==> src/rtl/vga_pkg.sv <==
// Shared definitions for the VGA timing stream block.
//   region_t : position of a counter inside one axis (display, front porch,
//              sync pulse, back porch), in scan order.
//   total()  : sum of the four region lengths of an axis.
//   VGA640_* : standard 640x480@60 timing (25.175 MHz pixel clock).
package vga_pkg;

    typedef enum logic [1:0] {
        DISP  = 2'd0,
        FP    = 2'd1,
        PULSE = 2'd2,
        BP    = 2'd3
    } region_t;

    localparam int VGA640_HDISP  = 640;
    localparam int VGA640_HFP    = 16;
    localparam int VGA640_HPULSE = 96;
    localparam int VGA640_HBP    = 48;
    localparam int VGA640_VDISP  = 480;
    localparam int VGA640_VFP    = 10;
    localparam int VGA640_VPULSE = 2;
    localparam int VGA640_VBP    = 33;

    function automatic int total(input int disp, input int fp,
                                 input int pulse, input int bp);
        return disp + fp + pulse + bp;
    endfunction

endpackage

==> src/rtl/vga_axis_counter.sv <==
// One axis of the VGA raster: a counter running 0..TOTAL-1 that wraps to 0,
// with a combinational decode of which region the count is in.
// Ports:
//   CLK, RST : pixel clock, asynchronous active-low reset (count -> 0)
//   en       : advance the count this cycle
//   count    : current position on the axis ($clog2(TOTAL) bits)
//   region   : DISP / FP / PULSE / BP decode of count
//   wrap     : high in the cycle the count goes from TOTAL-1 back to 0
module vga_axis_counter
    import vga_pkg::*;
#(
    parameter int DISP_LEN  = VGA640_HDISP,
    parameter int FP_LEN    = VGA640_HFP,
    parameter int PULSE_LEN = VGA640_HPULSE,
    parameter int BP_LEN    = VGA640_HBP,
    localparam int TOTAL    = total(DISP_LEN, FP_LEN, PULSE_LEN, BP_LEN),
    localparam int W        = $clog2(TOTAL)
) (
    input  logic         CLK,
    input  logic         RST,
    input  logic         en,
    output logic [W-1:0] count,
    output region_t      region,
    output logic         wrap
);

    localparam logic [W-1:0] LAST        = W'(TOTAL - 1);
    localparam logic [W-1:0] FP_START    = W'(DISP_LEN);
    localparam logic [W-1:0] PULSE_START = W'(DISP_LEN + FP_LEN);
    localparam logic [W-1:0] BP_START    = W'(DISP_LEN + FP_LEN + PULSE_LEN);

    assign wrap = en && (count == LAST);

    always_ff @(posedge CLK or negedge RST) begin
        if (!RST) begin
            count <= '0;
        end else if (en) begin
            count <= (count == LAST) ? '0 : count + 1'b1;
        end
    end

    // Regions are contiguous in scan order, so three thresholds suffice.
    always_comb begin
        region = BP;
        if (count < FP_START) begin
            region = DISP;
        end else if (count < PULSE_START) begin
            region = FP;
        end else if (count < BP_START) begin
            region = PULSE;
        end
    end

endmodule

==> src/rtl/vga_timing_stream.sv <==
// Parametrised VGA timing generator and pixel streamer.
// Generates H/V timing for any mode, pulls pixels from an upstream buffer and
// drives a registered RGB/sync/blank bundle to the VGA DAC. Runs on the pixel
// clock.
// Ports:
//   CLK, RST          : pixel clock, asynchronous active-low reset
//   PIX_DATA          : pixel {R,G,B}, CW bits per channel
//   PIX_VALID         : upstream has a pixel
//   PIX_READY         : pixel is consumed this cycle if PIX_VALID
//   UFLOW_CLR         : clears the sticky UFLOW flag
//   PATTERN_SEL       : selects the internal grid pattern
//   VGA_HS, VGA_VS    : sync outputs, active level HS_POL / VS_POL
//   VGA_BLANK         : 1 = active video
//   VGA_SYNC          : tied 0
//   VGA_R/G/B         : colour channels
//   SOF               : one-cycle pulse with the first active pixel of a frame
//   UFLOW             : sticky underflow flag
// Optional feature: define VGA_TEST_PATTERN_EN to build the grid test pattern
// selected by PATTERN_SEL; without it PATTERN_SEL is ignored.
module vga_timing_stream
    import vga_pkg::*;
#(
    parameter int HDISP  = VGA640_HDISP,
    parameter int HFP    = VGA640_HFP,
    parameter int HPULSE = VGA640_HPULSE,
    parameter int HBP    = VGA640_HBP,
    parameter int VDISP  = VGA640_VDISP,
    parameter int VFP    = VGA640_VFP,
    parameter int VPULSE = VGA640_VPULSE,
    parameter int VBP    = VGA640_VBP,
    parameter int HS_POL = 0,
    parameter int VS_POL = 0,
    parameter int CW     = 10,
    parameter logic [3*CW-1:0] UFLOW_COLOR = '0
) (
    input  logic            CLK,
    input  logic            RST,
    input  logic [3*CW-1:0] PIX_DATA,
    input  logic            PIX_VALID,
    output logic            PIX_READY,
    input  logic            UFLOW_CLR,
    input  logic            PATTERN_SEL,
    output logic            VGA_HS,
    output logic            VGA_VS,
    output logic            VGA_BLANK,
    output logic            VGA_SYNC,
    output logic [CW-1:0]   VGA_R,
    output logic [CW-1:0]   VGA_G,
    output logic [CW-1:0]   VGA_B,
    output logic            SOF,
    output logic            UFLOW
);

    localparam int HW = $clog2(total(HDISP, HFP, HPULSE, HBP));
    localparam int VW = $clog2(total(VDISP, VFP, VPULSE, VBP));

    localparam logic HS_ACT = HS_POL[0];
    localparam logic VS_ACT = VS_POL[0];

    logic [HW-1:0]   hcnt;
    logic [VW-1:0]   vcnt;
    region_t         hreg;
    region_t         vreg;
    logic            h_wrap;
    logic            unused_v_wrap;
    logic            active;
    logic            pattern_on;
    logic            grid_on;
    logic            uflow_set;
    logic [3*CW-1:0] pix_next;
    logic [3*CW-1:0] rgb_q;

    vga_axis_counter #(
        .DISP_LEN (HDISP),
        .FP_LEN   (HFP),
        .PULSE_LEN(HPULSE),
        .BP_LEN   (HBP)
    ) u_hcnt (
        .CLK   (CLK),
        .RST   (RST),
        .en    (1'b1),
        .count (hcnt),
        .region(hreg),
        .wrap  (h_wrap)
    );

    vga_axis_counter #(
        .DISP_LEN (VDISP),
        .FP_LEN   (VFP),
        .PULSE_LEN(VPULSE),
        .BP_LEN   (VBP)
    ) u_vcnt (
        .CLK   (CLK),
        .RST   (RST),
        .en    (h_wrap),
        .count (vcnt),
        .region(vreg),
        .wrap  (unused_v_wrap)
    );

`ifdef VGA_TEST_PATTERN_EN
    // Grid lines every 16 pixels/lines, anchored at the top-left active pixel.
    assign pattern_on = PATTERN_SEL;
    assign grid_on    = (32'(hcnt) % 32'd16 == 32'd0) || (32'(vcnt) % 32'd16 == 32'd0);
`else
    logic unused_pattern_sel;
    assign unused_pattern_sel = PATTERN_SEL;
    assign pattern_on         = 1'b0;
    assign grid_on            = 1'b0;
`endif

    assign active = (hreg == DISP) && (vreg == DISP);

    // Handshake: PIX_READY is combinational from the raster position; a pixel
    // transfers in any cycle with PIX_READY && PIX_VALID. Nothing is buffered:
    // an active cycle without a valid pixel is shown as UFLOW_COLOR and that
    // slot is lost rather than retried. RST gates READY so nothing is consumed
    // during reset.
    assign PIX_READY = RST && active && !pattern_on;

    always_comb begin
        pix_next  = '0;
        uflow_set = 1'b0;
        if (active) begin
            if (pattern_on) begin
                pix_next = grid_on ? '1 : '0;
            end else if (PIX_VALID) begin
                pix_next = PIX_DATA;
            end else begin
                pix_next  = UFLOW_COLOR;
                uflow_set = 1'b1;
            end
        end
    end

    // Every output is one register stage behind the counters, so sync, blank
    // and colour stay mutually aligned.
    always_ff @(posedge CLK or negedge RST) begin
        if (!RST) begin
            VGA_HS    <= ~HS_ACT;
            VGA_VS    <= ~VS_ACT;
            VGA_BLANK <= 1'b0;
            rgb_q     <= '0;
            SOF       <= 1'b0;
            UFLOW     <= 1'b0;
        end else begin
            VGA_HS    <= (hreg == PULSE) ? HS_ACT : ~HS_ACT;
            VGA_VS    <= (vreg == PULSE) ? VS_ACT : ~VS_ACT;
            VGA_BLANK <= active;
            rgb_q     <= pix_next;
            SOF       <= (hcnt == '0) && (vcnt == '0);
            // A new underflow in the same cycle as a clear keeps the flag set.
            UFLOW     <= uflow_set || (UFLOW && !UFLOW_CLR);
        end
    end

    assign VGA_SYNC = 1'b0;
    assign VGA_R    = rgb_q[3*CW-1:2*CW];
    assign VGA_G    = rgb_q[2*CW-1:CW];
    assign VGA_B    = rgb_q[CW-1:0];

endmodule

==> config.mk <==
export PLATFORM = sky130hd
export DESIGN_NAME = vga_timing_stream
export DESIGN_NICKNAME = d
export VERILOG_FILES = /design/src/rtl/vga_pkg.sv /design/src/rtl/vga_axis_counter.sv /design/src/rtl/vga_timing_stream.sv
export SDC_FILE = /design/constraint.sdc
export NUM_CORES = 1
export LEC_CHECK = 0
export ABC_AREA = 1
export CORE_ASPECT_RATIO = 1.25
export CORE_MARGIN = 3
export CORE_UTILIZATION = 47
export DETAILED_ROUTE_END_ITERATION = 7
export PLACE_DENSITY = 0.8
export SETUP_SLACK_MARGIN = 0.1
export SLEW_MARGIN = 20
export SYNTH_ARGS = -nofsm -noshare
export SYNTH_HDL_FRONTEND = slang
export SYNTH_SLANG_ARGS = --single-unit
==> constraint.sdc <==
create_clock -name CLK -period 1.89 [get_ports CLK]
set_clock_uncertainty 0.2 [all_clocks]
set_input_delay 0.378 -clock CLK [delete_from_list [all_inputs] [get_ports CLK]]
set_output_delay 0.378 -clock CLK [all_outputs]
set_load 0.05 [all_outputs]
==> impl_metrics.yaml <==
finish:
  multi_input_area_sq_um: 875
  fin_cells: 420
  fillCellCount: 378
  final_common_cell: "nand2_1"
  mostFrequentLayoutCells: "nand2_1, buf_4, dfrtp_1"
  num-nets-final: 398
  antenna-diode-count: 0
  seqCellArea_sq_mm: 0.00138
  design_area_sq_mm: 0.00331
  area.growth.synth_to_final_pct: 38.6
  layout-drive-gt1-share_pct: 22.8
global_routing:
  top_usage_layer: "met2"
  grt_use_met3_pct: 7.15
  track_usage_pct: 17.8
  grt_use_met2_pct: 32.2
  grt_pass1_wl_um: 8540
  gr-usage-met1_pct: 19.1
  antenna_found_initial: 0
  grt_overflow: 0
  grt_pass1_vias: 1960
  grt_max_degree: 56
route:
  drt_iter0_markers: 120
  drc: 0
  vias: 2052
  wl_per_cell_um: 12.5
  postRouteAntennaNets: 0
  via_per_inst: 4.89
  first_pass_iters: 4
  wirelength_um: 5230
sta:
  rsz0062_at_grt: "yes"
  relSlewSlack_pct: 55.2
  fin_crit_sh_pct: 102
  setup_viol_count_final: 1
  fmax_mhz: 520
  tightest_slew_ns: 0.672
  hold_viol: 0
  min_period_ns: 1.92
  slew_violations: 0
  hold_slack_ns: 0.0186
  worst_slack_ns: -0.0329
floorplanning:
  dieArea_sq_mm: 0.00598
  fp-row-count: 28
  start_util_pct: 49.4
  io_pins: 72
  die_width_um: 69.8
  die_height_um: 85.7
  core_sq_mm: 0.00483
power:
  p_comb_share_pct: 15.4
  total_leakage_power_nw: 1.64
  power_mw: 2.18
  power.share.sequential_pct: 56.0
  intPower_mw: 1.60
  p_sw_mw: 0.581
  peakVddDrop_mv: 0.628
  p_clk_share_pct: 28.6
  switching_share_pct: 26.7
  powerDensity_mw_per_mm2: 658
clocking:
  numCtsBuffers: 5
  clk_pin_slew_ns: 0.09
  clkLatencyLatePin_ns: 0.30
  clk_path_buf_depth: 2
  root_buffer: "clkbuf_8"
  clkSinkCount: 55
  cts_tree: "built"
  htreeDepth: 2
synth:
  synth-edff-count: 0
  yosys_warnings: 0
  ys_seq_area_share_pct: 57.7
  syn_nets: 310
  synthCells: 271
  ys_ff_latch: 55
  synth_area_per_cell_sq_um: 8.81
  ys.flop_type: "dfrtp_1"
  synth_cell_types: 27
  synth.cell_area_sq_mm: 0.00239
  async_flop_share_pct: 100
placed_design:
  pre_cts_slack_ns: 0.167
  dp_cells: 400
  place_hpwl_um: 3780
  post_dp_cell_area_sq_mm: 0.00311
  io_buffers: 69
  gp_congestion: 0.910
outcome:
  violations: "setup timing"
  outcome: "complete, but fails checks"
critical_path:
  cpMaxStageDelayCell: "dfrtp_1"
  cpMostUsedCell: "nor2_4"
  slowest_delay_ns: 0.41
  crit_arrival_ns: 1.34
  path_cells: "nand2_2 -> nor2_4 -> nor2_2 -> nand3_2 -> nor2_4 -> buf_12"
  path_class: "reg -> out"
  end_kind: "primary output"
  critPathMaxFanout: 2
  required_ns: 1.31
  startpoint_type: "register"
min_path:
  min_path_type: "in -> async"
run:
  max-cap-violations: 0
-- registers in the layout, indices dropped and copies added (netlist names) --
signal,cells
VGA_VS,1
VGA_BLANK,1
rgb_q,30
u_hcnt.count,10
VGA_HS,1
UFLOW,1
SOF,1
u_vcnt.count,10
-- Yosys cell counts (3+ instances only) --
master / instances / share of area (%)
nor2_1: 54 / 8.5
o21ai_0: 10 / 2.1
dfrtp_1: 53 / 56
clkbuf_1: 3 / 0.47
nand2_1: 67 / 11
xor2_1: 4 / 1.5
nand3_1: 9 / 1.9
nor2_4: 3 / 1.4
nand4_1: 11 / 2.9
inv_1: 28 / 4.4
buf_4: 4 / 1.3
ha_1: 4 / 2.1
nor3_1: 3 / 0.63
-- per-layer routing --
layer  share of wire [%]  up-vias
li1                    -     1014
met1                  38      955
met2                  52       78
met3                 9.1        5
met4                0.84        0
met5                   0        -
-- layout make-up --
class	count	share of cell area (%)
tap	60	2.27
clock buffer	6	2.19
sequential	55	41.7
inverter	28	3.17
multi-input combinational	179	26.4
timing repair buffer	90	23.9
clock inverter	2	0.378
-- cells by family (layout without fill, tap and decap cells) --
| group | after synthesis | count (layout) | share of synthesized area, % |
|---|---|---|---|
| xor gates and xnor gates | 5 | 5 | 1.83 |
| and+or+nand+nor | 153 | 153 | 27.8 |
| AOI/OAI and AO/OA | 16 | 16 | 3.61 |
| other | 1 | 1 | 0.157 |
| DFF | 55 | 55 | 57.7 |
| adders and majority gates | 4 | 4 | 2.10 |
| buffers and inverters | 37 | 126 | 6.81 |
-- final timing paths --
check                           startpoint              end  slack [ns]  cells past startpoint
max                        u_vcnt.count[5]        PIX_READY       -0.03                      6
max reg2reg                u_hcnt.count[0]  u_vcnt.count[5]        0.19                      7
min                                    RST  u_hcnt.count[8]        0.02                      2
max in group asynchronous              RST  u_vcnt.count[0]        0.98                      2
min reg2reg                u_hcnt.count[9]           VGA_HS        0.36                      1
min in group CLK           u_hcnt.count[9]           VGA_HS        0.36                      1
-- stage by stage --
step,TNS [ns],util (%)
2_1_floorplan,0,-
3_3_place_gp,0,64.4
3_5_place_dp,0,64.4
4_1_cts,-0.0910,67.3
5_1_grt,-0.120,68.5
6_report,-0.0329,68.5
-- power by group through the flow --
| stage | clock [mW] | combinational (mW) | sequential [mW] |
|---|---|---|---|
| after floorplan | 0 | 0.0475 | 1.37 |
| after global placement | 0 | 0.334 | 1.24 |
| after detailed placement | 0 | 0.338 | 1.24 |
| after CTS | 0.645 | 0.338 | 1.22 |
| after global routing | 0.703 | 0.355 | 1.22 |
| final | 0.623 | 0.334 | 1.22 |
-- worst max-delay path: cells and delay by family (launching register included) --
family | cells | cell delay [ns]
buffers and inverters | 1 | 0.14
flip-flops | 1 | 0.41
AND/OR/NAND/NOR | 5 | 0.50
-- repair_timing --
item                                    CTS  global route
endpoints found under the setup margin    1             9
hold buffers                              0             0
setup buffers                             5             7
pin swaps                                 6             7
hold endpoints to repair                  0             0
gates resized for setup                   6             6
No activity file was read; power rests on OpenSTA's default activity.
